<file path="config.mk">
export PLATFORM = sky130hd
export DESIGN_NAME = ihex_record_parser
export DESIGN_NICKNAME = d
export VERILOG_FILES = /design/src/rtl/ihex_pkg.sv /design/src/rtl/hex_char_decode.sv /design/src/rtl/ihex_record_parser.sv
export SDC_FILE = /design/constraint.sdc
export NUM_CORES = 1
export LEC_CHECK = 0
export ABC_AREA = 1
export CORE_ASPECT_RATIO = 2
export CORE_UTILIZATION = 65
export DETAILED_ROUTE_END_ITERATION = 10
export GPL_TIMING_DRIVEN = 0
export PLACE_DENSITY_LB_ADDON = 0.1
export SYNTH_ARGS = -nofsm -noshare
export SYNTH_HDL_FRONTEND = slang
export SYNTH_HIERARCHICAL = 1
export SYNTH_SLANG_ARGS = --single-unit
</file>
<file path="constraint.sdc">
create_clock -name i_clk -period 5.6 [get_ports i_clk]
set_clock_uncertainty 0.1 [all_clocks]
set_input_delay 1.68 -clock i_clk [delete_from_list [all_inputs] [get_ports i_clk]]
set_output_delay 1.68 -clock i_clk [all_outputs]
set_load 0.03 [all_outputs]
</file>
<file path="src/rtl/ihex_pkg.sv">
// Shared definitions for the Intel HEX receive path.
package ihex_pkg;

  typedef enum logic [2:0] {
    ST_IDLE,
    ST_LEN,
    ST_ADDR,
    ST_TYPE,
    ST_DATA,
    ST_CSUM,
    ST_CHECK,
    ST_DRAIN
  } state_t;

  localparam logic [7:0] REC_DATA    = 8'h00;
  localparam logic [7:0] REC_EOF     = 8'h01;
  localparam logic [7:0] REC_ELA     = 8'h04;
  localparam logic [7:0] ASCII_COLON = 8'h3A;

endpackage

</file>
<file path="src/rtl/hex_char_decode.sv">
// ASCII hex character to nibble; accepts 0-9, A-F and a-f.
module hex_char_decode (
  input  logic [7:0] ch,
  output logic       valid,
  output logic [3:0] nibble
);

  // Range-decode the character and subtract the matching ASCII base.
  always_comb begin
    valid  = 1'b0;
    nibble = '0;
    if (ch >= 8'h30 && ch <= 8'h39) begin
      valid  = 1'b1;
      nibble = 4'(ch - 8'h30);
    end else if (ch >= 8'h41 && ch <= 8'h46) begin
      valid  = 1'b1;
      nibble = 4'(ch - 8'h37);
    end else if (ch >= 8'h61 && ch <= 8'h66) begin
      valid  = 1'b1;
      nibble = 4'(ch - 8'h57);
    end
  end

endmodule

</file>
<file path="src/rtl/ihex_record_parser.sv">
// Intel HEX record parser: buffers a record's data bytes, verifies the
// checksum and type rules, then streams the bytes out with absolute addresses.
module ihex_record_parser
  import ihex_pkg::*;
#(
  parameter int unsigned MAX_LEN = 16
) (
  input  logic        i_clk,
  input  logic        i_reset_n,
  input  logic        i_rx_stb,
  input  logic [7:0]  i_rx_data,
  output logic        o_byte_valid,
  output logic [31:0] o_byte_addr,
  output logic [7:0]  o_byte_data,
  input  logic        i_byte_ready,
  output logic        o_done_stb,
  output logic        o_done_err,
  output logic        o_eof,
  output logic        o_busy
);

  localparam int unsigned CNT_W = (MAX_LEN > 1) ? $clog2(MAX_LEN) : 1;

  state_t           state;
  logic             phase;
  logic [3:0]       hi_nib;
  logic [CNT_W-1:0] cnt;
  logic [7:0]       len;
  logic [7:0]       rtype;
  logic [7:0]       sum;
  logic [15:0]      addr16;
  logic [15:0]      ela;
  logic [7:0]       rec_buf [MAX_LEN];

  logic             ch_valid;
  logic [3:0]       ch_nib;
  logic [7:0]       byte_val;
  logic [7:0]       sum_next;
  logic             is_colon;
  logic             cnt_is_last;
  logic             check_ok;

  hex_char_decode u_dec (
    .ch     (i_rx_data),
    .valid  (ch_valid),
    .nibble (ch_nib)
  );

  assign byte_val    = {hi_nib, ch_nib};
  assign sum_next    = sum + byte_val;
  assign is_colon    = (i_rx_data == ASCII_COLON);
  assign cnt_is_last = (8'(cnt) == len - 8'd1);

  assign o_busy       = (state != ST_IDLE);
  assign o_byte_valid = (state == ST_DRAIN);
  assign o_byte_addr  = {ela, addr16 + 16'(cnt)};
  assign o_byte_data  = rec_buf[cnt];

  // Record acceptance: checksum must be zero and length must suit the type.
  always_comb begin
    check_ok = 1'b0;
    if (sum == 8'h00) begin
      case (rtype)
        REC_DATA:            check_ok = 1'b1;
        REC_EOF:             check_ok = (len == 8'd0);
        REC_ELA:             check_ok = (len == 8'd2);
        8'h02, 8'h03, 8'h05: check_ok = 1'b1;
        default:             check_ok = 1'b0;
      endcase
    end
  end

  // Record FSM: field parsing, buffering, verification and drain.
  always_ff @(posedge i_clk or negedge i_reset_n) begin
    if (!i_reset_n) begin
      state      <= ST_IDLE;
      phase      <= 1'b0;
      hi_nib     <= '0;
      cnt        <= '0;
      len        <= '0;
      rtype      <= '0;
      sum        <= '0;
      addr16     <= '0;
      ela        <= '0;
      o_done_stb <= 1'b0;
      o_done_err <= 1'b0;
      o_eof      <= 1'b0;
      for (int unsigned i = 0; i < MAX_LEN; i++) rec_buf[i] <= '0;
    end else begin
      o_done_stb <= 1'b0;
      o_done_err <= 1'b0;
      o_eof      <= 1'b0;
      case (state)
        ST_IDLE: begin
          if (i_rx_stb && is_colon) begin
            state <= ST_LEN;
            phase <= 1'b0;
            cnt   <= '0;
            sum   <= '0;
          end
        end
        ST_LEN, ST_ADDR, ST_TYPE, ST_DATA, ST_CSUM: begin
          if (i_rx_stb) begin
            if (is_colon) begin
              // Abort this record and treat the colon as the start of a new one.
              o_done_stb <= 1'b1;
              o_done_err <= 1'b1;
              state      <= ST_LEN;
              phase      <= 1'b0;
              cnt        <= '0;
              sum        <= '0;
            end else if (!ch_valid) begin
              o_done_stb <= 1'b1;
              o_done_err <= 1'b1;
              state      <= ST_IDLE;
            end else if (!phase) begin
              hi_nib <= ch_nib;
              phase  <= 1'b1;
            end else begin
              phase <= 1'b0;
              sum   <= sum_next;
              case (state)
                ST_LEN: begin
                  len <= byte_val;
                  cnt <= '0;
                  if (byte_val > 8'(MAX_LEN)) begin
                    o_done_stb <= 1'b1;
                    o_done_err <= 1'b1;
                    state      <= ST_IDLE;
                  end else begin
                    state <= ST_ADDR;
                  end
                end
                ST_ADDR: begin
                  if (cnt == '0) begin
                    addr16[15:8] <= byte_val;
                    cnt          <= cnt + 1'b1;
                  end else begin
                    addr16[7:0] <= byte_val;
                    state       <= ST_TYPE;
                  end
                end
                ST_TYPE: begin
                  rtype <= byte_val;
                  cnt   <= '0;
                  state <= (len == 8'd0) ? ST_CSUM : ST_DATA;
                end
                ST_DATA: begin
                  rec_buf[cnt] <= byte_val;
                  if (cnt_is_last) state <= ST_CSUM;
                  else             cnt   <= cnt + 1'b1;
                end
                default: state <= ST_CHECK;
              endcase
            end
          end
        end
        ST_CHECK: begin
          if (!check_ok) begin
            o_done_stb <= 1'b1;
            o_done_err <= 1'b1;
            state      <= ST_IDLE;
          end else if (rtype == REC_DATA && len != 8'd0) begin
            cnt   <= '0;
            state <= ST_DRAIN;
          end else begin
            o_done_stb <= 1'b1;
            o_eof      <= (rtype == REC_EOF);
            if (rtype == REC_ELA) ela <= {rec_buf[0], rec_buf[1]};
            state <= ST_IDLE;
          end
        end
        ST_DRAIN: begin
          if (i_byte_ready) begin
            if (cnt_is_last) begin
              o_done_stb <= 1'b1;
              state      <= ST_IDLE;
            end else begin
              cnt <= cnt + 1'b1;
            end
          end
        end
        default: state <= ST_IDLE;
      endcase
    end
  end

endmodule

</file>
==> summary.md, run 1 <==
| Metric | Value |
|---|---|
| Core area | `roughly 0.016 mm2` |
| DR WL/cell | `18.61 um` |
| Fin cells | `approximately 1600` |
| Die ar. | `approximately 0.017 mm2` |
| Syn avg cell area | `just under 8 um2` |
| Placed Instances | `roughly 1600` |
| Final WL | `roughly 30000 um` |
| Worst slew margin | `between 30% and 40%` |
| Syn_nets | `around 1300` |
| Reg2Reg Launch Point | `cnt[0]` |
| Max Clk Rate | `roughly 190 MHz` |
| Async set-reset flop share out of synthesis | `100.0%` |
| PD cells | `300.3 mW/mm2` |
| Post-synthesis cell type count | `40` |
| Final ANT Viol Nets | `0` |
| EDFF count, synth | `0` |
| GPL Wtd Cong | `roughly 0.94` |
| Clock latency on the worst-skew pair | `approximately 440 ps` |
| TritonCTS buffer count | `17` |
| WP data required | `between 3000 and 4000 ps` |
| CTS max path bufs | `2` |
| PortBufs | `56` |
| # setup viols final | `0` |
| I/O pin cnt | `57` |
| Leak Pwr | `0.005411 uW` |
| Commonest non-fill, non-tap cells in the layout | `nand2_1, o21ai_0, dfrtp_1` |
| Slew @ Worst Pin | `about 920 ps` |
| Vias in the first global route | `roughly 9400` |
| Worst Hold Class | `flip-flop to flip-flop` |
| DRC | `0` |
| Worst-path fanout max | `9` |
| Vias per Instance | `5.867` |
| R2r worst-path depth | `14` |
| Unrepaired setup endpoints after global routing | `no` |
| Slew Viols, Final | `0` |
| Synthesized area | `approximately 0.010 mm2` |
| Number of synthesized register bits | `between 150 and 200` |
| Area growth syn-to-layout | `13.92%` |
| Wire length on met3 | `1423 um` |
| Commonest non-fill, non-tap cell in the layout | `nand2_1` |
| Arrival @ worst endpoint | `around 3500 ps` |
| Num Clock Sinks | `199` |
| CTS tree | `yes` |
| Largest net degree at the start of global routing | `121` |
| Die X | `slightly above 90 um` |
| Starting Density | `between 60% and 70%` |
| Top_reg_cell synth | `dfrtp_1` |
| Met2 wire len | `between 15000 and 20000 um` |
| Max-capacitance violation count | `0` |
| Register area share after synthesis | `between 40% and 50%` |
| GRT overflow | `0` |
| Status | `completed` |
| Post-place setup slack | `215.0 ps` |
| Root Driver | `clkbuf_16` |
| Final Hold Fails | `0` |
| Layout cells sized above 1 | `roughly a tenth` |
| H-tree depth | `4` |
| Cells after synthesis | `approximately 1300` |
| Hold_sp | `rec_buf[12]` |
| Critical Path Source Type | `flip-flop` |
| Diodes inserted | `0` |
| Max Used Layer | `met4` |
| Crit path from | `cnt[1]` |
| Post-DP HPWL | `21820 um` |
| Tot GR Track Use | `37.72%` |
| WS Path Type | `flip-flop to output pin` |
| WL met1 | `between 10000 and 15000 um` |
| Final nets | `1417` |
| FP Rows | `65` |
| YS warnings | `6` |
| Die H | `about 180 um` |
| Slack of the critical path | `~360 ps` |
| WHS Path Cells | `2` |
| Min Tclk post-route | `around 5200 ps` |
| Antenna violations before repair | `0` |
| Worst Setup End Kind | `output pin` |
| CTS clk-pin slew, worst paths | `80 ps` |
| First-pass GRT wire length | `about 47000 um` |
| Drt initial violations | `about 780` |
| Fin crit share | `93.51%` |
| Maximum vdd ir drop | `0.3058 mV` |
| DR pass1 iterations | `5` |
| Vias | `9370` |
| Layout fillers | `about 1200` |
==> per-stage QoR <==
step | cell area (um2) | hold slack [ps] | TNS [ps] | power, uW | util, %
CTS | 11800 | 386.4 | 0 | 3517 | 75.15
finish | 11820 | 385.8 | 0 | 3549 | 75.30
global route | 11820 | 402.7 | 0 | 3672 | 75.30
floorplan | 10380 | 347.8 | 0 | 2012 | -
global placement | 11190 | 360.9 | -1062330 | 2329 | 71.27
detailed placement | 11220 | 367.7 | 0 | 2336 | 71.48
==> synth_stat cells, types with 5 or more instances <==
library cell | number | area share (%)
o22ai_1 | 24 | 1.4
inv_2 | 8 | 0.29
nor2_1 | 103 | 3.7
nand4_1 | 13 | 0.78
o21ai_0 | 215 | 10
nand3_1 | 52 | 2.5
nor3_1 | 10 | 0.48
a21oi_1 | 22 | 1.1
nand2_1 | 341 | 12
ha_1 | 20 | 2.4
o21ai_1 | 35 | 1.7
clkbuf_1 | 36 | 1.3
dfrtp_1 | 199 | 48
nor2_2 | 6 | 0.36
buf_2 | 23 | 1.1
nor2_4 | 5 | 0.54
inv_1 | 87 | 3.1
o21ai_2 | 16 | 1.4
xor2_1 | 15 | 1.3
xnor2_1 | 5 | 0.42
nand2_2 | 35 | 2.1
==> routing by layer <==
metal  vias to the layer above  GRT usage (%)
li1                       4427              -
met4                         0          29.97
met2                       398          67.27
met3                       144          4.430
met5                         -              0
met1                      4401          39.38
==> state kept, by name (all words and copies together) (netlist names) <==
name	flops
o_done_stb	1
addr16	16
rec_buf	128
phase	1
state	3
hi_nib	4
o_eof	1
rtype	8
len	8
sum	8
ela	16
o_done_err	1
cnt	4
==> where the power goes <==
part	internal (uW)	leakage [uW]	total, uW	switching, uW
clock network	595	0.000276	1200	606
logic	273	0.00238	887	615
registers	1450	0.00276	1460	14.0
total	2310	0.00541	3550	1230
==> worst max-delay path, cell delays in order (launching register included) <==
cell and delay (ps):
dfrtp_1 450, buf_4 240, clkinvlp_4 150, fa_1 460
inv_1 70, nand2_1 50, nand2_1 70, a21oi_1 100
nor3b_2 320, nand3_1 150, nor2_1 140, xor2_1 150
clkdlybuf4s50_1 680
==> cell families (layout without fill, tap and decap cells) <==
group | Yosys count | after routing | share of synthesized area (%)
XOR/XNOR | 20 | 20 | 1.688
adder cells (fa/ha/maj) | 22 | 22 | 2.798
AND/OR/NAND/NOR | 582 | 582 | 24.54
AO/OA/AOI/OAI | 319 | 319 | 16.51
flip-flops | 199 | 199 | 48.00
buffers and inverters | 163 | 254 | 6.464
==> final timing paths <==
kind                                    to  slack [ps]
min in group asynchronous         rtype[3]        1080
setup / recovery           o_byte_addr[10]         360
hold / removal                 rec_buf[12]         390
setup reg to reg                    cnt[2]        2430
max in group asynchronous     rec_buf[112]        3320
hold reg to reg                rec_buf[12]         390
==> final cells by class <==
class	count	area [um2]	share of cell area [%]
Buffer	67	310.3	2.625
Clock buffer	17	425.4	3.599
Clock inverter	15	148.9	1.260
Inverter	95	360.3	3.049
Multi-Input combinational cell	943	4730	40.02
Sequential cell	199	4980	42.13
Tap cell	201	251.5	2.128
Timing Repair Buffer	59	608.1	5.145
Timing Repair inverter	1	5.005	0.04235
==> repair_timing <==
item	4_1_cts	5_1_grt
gates cloned	0	1
setup endpoints to repair	5	2
setup buffers	0	2
gates resized for setup	1	1
hold buffers	0	0
pin swaps	0	0
No activity file was read; power rests on OpenSTA's default activity.
==> run 2: changes to the inputs <==
--- a/config.mk
+++ b/config.mk
@@ -7,6 +7,7 @@
 export LEC_CHECK = 0
 export ABC_AREA = 1
 export CORE_ASPECT_RATIO = 2
+export CORE_MARGIN = 4
 export CORE_UTILIZATION = 65
 export DETAILED_ROUTE_END_ITERATION = 10
 export GPL_TIMING_DRIVEN = 0
==> run 2 against run 1 <==
First-iteration DRC count grew 6.9%. Core utilization hardly changed. Sequential cell count did not move. Clock power is essentially flat. Worst hold slack got worse by 1.1 ps. Setup slack worse by 56 ps. Global-route usage down 3.5 points. Critical path depth is 1 higher. Combinational power increased by 0.9%. Critical path type unchanged.
==> summary.md, run 2 (same netlist as run 1, synthesis figures left out) <==
| Metric | Value |
|---|---|
| PortBufs | `56 (unchanged)` |
| Vias | `9638 (+2.9%)` |
| DR pass1 iterations | `7 (+2)` |
| Design area | `0.01181 mm2 (about the same)` |
| Placed cell area | `0.01122 mm2 (unchanged)` |
| Antenna violations before repair | `0 (unchanged)` |
| Post-DP HPWL | `21860 um (+0.19%)` |
| WS Path Type | `flip-flop to output pin` |
| # setup viols final | `0 (unchanged)` |
| Fin cells | `1597 (unchanged)` |
| PD cells | `300.9 mW/mm2 (+0.20%)` |
| Largest net degree at the start of global routing | `101 (-17%)` |
| Cell-internal power | `2310 uW (-0.16%)` |
| Maximum vdd ir drop | `0.2624 mV (-14%)` |
| CTS tree | `yes` |
| Worst slew margin | `45.96% (+7.6 points)` |
| CTS clk-pin slew, worst paths | `80 ps (about the same)` |
| Final nets | `1417 (unchanged)` |
| GRT overflow | `0 (unchanged)` |
| Status | `completed` |
| Vias per Instance | `6.035 (+2.9%)` |
| Share of power burned in the clock network | `33.7% (about the same)` |
| Layout cells sized above 1 | `10.60% (-0.072 points)` |
| Max reg flops | `128 (unchanged)` |
| Flop pwr share | `41.1% (about the same)` |
| Die ar. | `0.01817 mm2 (+10%)` |
| Vias in the first global route | `9603 (+2.0%)` |
| FP Rows | `65 (unchanged)` |
| WP data required | `3820 ps (about the same)` |
| Arrival @ worst endpoint | `3510 ps (+50 ps)` |
| I/O pin cnt | `57 (unchanged)` |
| Biggest register | `rec_buf` |
| Commonest non-fill, non-tap cell in the layout | `nand2_1` |
| Final Hold Fails | `0 (unchanged)` |
| Total negative slack | `0 ps (unchanged)` |
| Unrepaired setup endpoints after global routing | `no` |
| Max-capacitance violation count | `0 (unchanged)` |
| DRC | `0 (unchanged)` |
| Fin crit share | `94.50% (+0.99 points)` |
| H-tree depth | `4 (unchanged)` |
| Area growth syn-to-layout | `13.86% (about the same)` |
| Min Tclk post-route | `5292 ps (+55.59 ps)` |
| GPL Wtd Cong | `1.006 (+7.0%)` |
| Worst Hold Class | `flip-flop to flip-flop` |
| Tot GR Track Use | `34.26% (-3.5 points)` |
| Post-CTS Hold Buffers | `0 (unchanged)` |
| Starting Density | `66.10% (unchanged)` |
| Slew @ Worst Pin | `810.7 ps (-114.3 ps)` |
| Diodes inserted | `0 (unchanged)` |
| Switching Fraction | `34.99% (+0.20 points)` |
| Placed Instances | `1563 (unchanged)` |
| Worst-path fanout max | `9 (unchanged)` |
| Worst Setup End Kind | `output pin` |
| Root Driver | `clkbuf_16` |
| Final ANT Viol Nets | `0 (unchanged)` |
| Slew Viols, Final | `0 (unchanged)` |
| Clock latency on the worst-skew pair | `450 ps (about the same)` |
| TritonCTS buffer count | `17 (unchanged)` |
| Final Core Density | `75.26% (about the same)` |
| Final WL | `30430 um (+2.4%)` |
| CTS max path bufs | `2 (unchanged)` |
| Commonest non-fill, non-tap cells in the layout | `nand2_1, o21ai_0, dfrtp_1` |
| Core area | `0.01570 mm2 (unchanged)` |
| Hold_ws | `384.7 ps (-1.117 ps)` |
| Gate power share | `25.2% (+0.2 points)` |
| Sw Pwr | `1244 uW (+0.72%)` |
| Die X | `97.34 um (+6.6%)` |
| Die H | `186.7 um (+3.3%)` |
| Drt initial violations | `835 (+6.9%)` |
| DR WL/cell | `19.05 um (+2.4%)` |
| Leak Pwr | `0.005422 uW (+0.20%)` |
| First-pass GRT wire length | `48870 um (+4.4%)` |
| Top Registers | `rec_buf (128), addr16 (16), ela (16)` |
| Max Clk Rate | `189.0 MHz (-1.1%)` |
| Num Clock Sinks | `199 (unchanged)` |
| Critical Path Source Type | `flip-flop` |
run 2: power groups by stage:
stage | combinational, uW | clock [uW] | sequential, uW
global placement | 837 | 0 | 1490
CTS | 855 | 1200 | 1460
detailed placement | 847 | 0 | 1490
global route | 956 | 1260 | 1460
floorplan | 529 | 0 | 1480
finish | 895 | 1200 | 1460
run 2: repair_timing:
action	4_1_cts	5_1_grt
resized for setup	1	2
gates cloned	0	1
setup endpoints to repair	3	3
buffers inserted	0	2
run 2: stage by stage:
step	setup slack (ps)	total power, uW
after global placement	-5387	2327
after global routing	60.64	3681
after CTS	135.3	3515
after floorplan	1161	2012
after detailed placement	292.8	2336
final	307.9	3554
run 2: per-layer routing:
metal | part of all wire [%] | track usage, % | vias up
met5 | 0 | 0 | -
met4 | 7.2 | 22.56 | 0
met3 | 5.8 | 4.639 | 160
met2 | 53 | 60.68 | 488
met1 | 34 | 37.88 | 4569
li1 | - | - | 4421
run 2: final cells by class:
| class | count | area, um2 |
|---|---|---|
| inverters | 95 | 360.3 |
| fillers | 1229 | 3884 |
| flip-flops and latches | 199 | 4980 |
| well taps | 201 | 251.5 |
| repair buffers | 59 | 610.6 |
| repair inverters | 1 | 5.005 |
| clock buffers | 18 | 429.2 |
| plain buffers | 67 | 310.3 |
| multi-input cells | 943 | 4730 |
| clock inverters | 14 | 136.4 |
run 2: worst max-delay path, stage by stage (launching register included):
cell,delay [ps]
dfrtp_1,450
buf_4,250
clkinvlp_4,210
fa_1,490
inv_1,70
nand2_1,40
nand2_1,60
a21oi_1,100
nor3b_2,300
nand3_1,130
inv_1,120
nand4_1,80
nand2_1,90
clkdlybuf4s50_1,660
run 2: path summary, 6_finish.rpt:
kind	start	to	slack [ps]	cells after the start
setup / recovery	cnt[1]	o_byte_addr[12]	310	13
hold / removal	rec_buf[53]	rec_buf[53]	380	2
setup reg to reg	cnt[0]	cnt[2]	2320	14
hold reg to reg	rec_buf[53]	rec_buf[53]	380	2
max in group asynchronous	i_reset_n	rec_buf[96]	3260	2
min in group asynchronous	i_reset_n	o_done_stb	1170	1
==> run 3: changes to the inputs <==
--- a/config.mk
+++ b/config.mk
@@ -8,7 +8,7 @@
 export ABC_AREA = 1
 export CORE_ASPECT_RATIO = 2
 export CORE_MARGIN = 4
-export CORE_UTILIZATION = 65
+export CORE_UTILIZATION = 30
 export DETAILED_ROUTE_END_ITERATION = 10
 export GPL_TIMING_DRIVEN = 0
 export PLACE_DENSITY_LB_ADDON = 0.1
==> run 3 against run 2 <==
Fmax shrank 0.44%. Sequential cell count is the same. Routed wire length up 14%. Sequential power is essentially flat. Cell count up 15%. Critical path type unchanged. Highest routed layer unchanged.
==> summary.md, run 3 (same netlist as run 1, synthesis figures left out) <==
| Metric | Value |
|---|---|
| R2r worst-path depth | `14 (unchanged)` |
| Maximum vdd ir drop | `0.2521 mV (-3.9%)` |
| GPL Wtd Cong | `0.8475 (-16%)` |
| WP data required | `3820 ps (about the same)` |
| Fin crit share | `94.92% (+0.41 points)` |
| DR pass1 iterations | `5 (-2)` |
| Worst Setup End Kind | `output pin` |
| Core area | `0.03423 mm2 (+120%)` |
| Commonest non-fill, non-tap cell in the layout | `nand2_1` |
| Fin cells | `1837 (+15%)` |
| Post-CTS Hold Buffers | `0 (unchanged)` |
| Post-DP HPWL | `26280 um (+20%)` |
| I/O pin cnt | `57 (unchanged)` |
| Final nets | `1418 (+0.071%)` |
| Die X | `139.5 um (+43%)` |
| Worst slew margin | `38.22% (-7.7 points)` |
| Die H | `271.0 um (+45%)` |
| Gate power share | `24.5% (-0.7 points)` |
| Final Hold Fails | `0 (unchanged)` |
| Layout cells sized above 1 | `10.74% (+0.14 points)` |
| TritonCTS buffer count | `17 (unchanged)` |
| # setup viols final | `0 (unchanged)` |
| Unrepaired setup endpoints after global routing | `no` |
| Sw Pwr | `1223 uW (-1.7%)` |
| Num Clock Sinks | `199 (unchanged)` |
| Max reg flops | `128 (unchanged)` |
| Diodes inserted | `0 (unchanged)` |
| PortBufs | `56 (unchanged)` |
| Vias per Instance | `4.880 (-19%)` |
| DRC | `0 (unchanged)` |
| Top Registers | `rec_buf (128), addr16 (16), ela (16)` |
| Critical Path Source Type | `flip-flop` |
| DR WL/cell | `18.89 um (-0.88%)` |
| Worst-path fanout max | `9 (unchanged)` |
| Area growth syn-to-layout | `17.44%` |
| CTS clk-pin slew, worst paths | `70 ps (about the same)` |
| Max-capacitance violation count | `0 (unchanged)` |
| Slew Viols, Final | `0 (unchanged)` |
| CTS max path bufs | `2 (unchanged)` |
| Starting Density | `30.31% (-36 points)` |
| Arrival @ worst endpoint | `3540 ps (+30 ps)` |
| Status | `completed` |
| Min Tclk post-route | `5315 ps (+23.19 ps)` |
| Max Clk Rate | `188.1 MHz (-0.44%)` |
| Largest net degree at the start of global routing | `102 (+0.99%)` |
| FP Rows | `96 (+48%)` |
| Share of power burned in the clock network | `35.7% (+2.0 points)` |
| Vias in the first global route | `9120 (-5.0%)` |
| Switching Fraction | `33.25% (-1.7 points)` |
| Tot GR Track Use | `18.72% (-16 points)` |
| Hold_ws | `385.4 ps (+0.7100 ps)` |
| PD cells | `301.9 mW/mm2 (+0.33%)` |
| Antenna violations before repair | `0 (unchanged)` |
| Flop pwr share | `39.8% (-1.3 points)` |
| GRT overflow | `0 (unchanged)` |
| WHS Path Cells | `2 (unchanged)` |
| Clock latency on the worst-skew pair | `450 ps (about the same)` |
| H-tree depth | `4 (unchanged)` |
| Final ANT Viol Nets | `0 (unchanged)` |
| Leak Pwr | `0.005450 uW (+0.51%)` |
| Final WL | `34690 um (+14%)` |
| Power, Total | `3678 uW (+3.5%)` |
| Total negative slack | `0 ps (unchanged)` |
| Slew @ Worst Pin | `926.6 ps (+116.0 ps)` |
| Root Driver | `clkbuf_16` |
| Commonest non-fill, non-tap cells in the layout | `nand2_1, o21ai_0, dfrtp_1` |
| Cell-internal power | `2455 uW (+6.3%)` |
| First-pass GRT wire length | `53790 um (+10%)` |
| Layout fillers | `3644 (+200%)` |
| Die ar. | `0.03780 mm2 (+110%)` |
| Biggest register | `rec_buf` |
| CTS tree | `yes` |
| Worst Hold Class | `flip-flop to flip-flop` |
| Vias | `8964 (-7.0%)` |
| Placed Instances | `1804 (+15%)` |
| Drt initial violations | `524 (-37%)` |
| WS Path Type | `flip-flop to output pin` |
-- run 3: cell types whose count changed in the layout (fill, tap and decap cells not counted), sizes merged --
cell           previous run  this run
clkinvlp                  5         3
clkbuf                   53        55
clkdlybuf4s50            54        55
bufinv                    0         3
inv                     101        96
buf                      36        37
dlymetal6s2s              1         0
clkinv                    4         5
-- run 3: what timing repair did --
action / CTS / global route
endpoints found under the setup margin: 5 / 2
pin swaps: 0 / 1
gates resized for setup: 2 / 1
setup buffers: 1 / 1
cloned: 1 / 0
-- run 3: area by class of cell --
| cell class | instances | area [um2] | area share (%) |
|---|---|---|---|
| flip-flops and latches | 199 | 4981 | 40.88 |
| multi-input cells | 943 | 4730 | 38.82 |
| repair buffers | 60 | 635.6 | 5.217 |
| well taps | 441 | 551.8 | 4.529 |
| clock buffers | 20 | 466.7 | 3.830 |
| inverters | 95 | 360.3 | 2.957 |
| plain buffers | 67 | 310.3 | 2.547 |
| clock inverters | 11 | 143.9 | 1.181 |
| repair inverters | 1 | 5.005 | 0.04108 |
-- run 3: through the flow --
step	utilization, %	cell area (um2)	setup WS [ps]
finish	35.59	12180	284.7
global route	35.59	12180	5.216
CTS	35.57	12180	175.8
detailed placement	33.73	11550	46.53
global placement	33.56	11490	-6337
floorplan	-	10380	1161
-- run 3: worst max-delay path, cell delays in order, from the launching register on --
cell             delay, ps
dfrtp_1                450
buf_4                  250
clkinvlp_4             160
fa_1                   480
inv_1                   70
nand2_1                 40
nand2_1                 60
a21oi_1                110
nor3b_2                320
nand3_1                160
inv_1                  130
nand4_1                 80
nand2_1                100
clkdlybuf4s50_1        670
-- run 3: worst paths after layout --
kind	start	to	slack, ps
hold reg to reg	ela[10]	ela[10]	390
min in group asynchronous	i_reset_n	sum[2]	920
hold / removal	ela[10]	ela[10]	390
setup / recovery	cnt[1]	o_byte_addr[12]	280
setup reg to reg	cnt[0]	cnt[2]	2430
max in group asynchronous	i_reset_n	rec_buf[127]	3320
-- run 3: power by group through the flow --
stage          logic [uW]  clock network (uW)  registers [uW]
2_1_floorplan         529                   0            1480
3_3_place_gp          890                   0            1490
3_5_place_dp          888                   0            1490
4_1_cts               907                1350            1460
5_1_grt               978                1390            1460
6_report              901                1310            1460
-- run 3: per-layer routing --
layer	track usage, %	vias up	part of all wire [%]
met5	0	-	0
met4	7.577	0	3.7
met3	2.688	55	2.4
met2	36.03	173	56
met1	20.10	4311	38
li1	-	4425	-
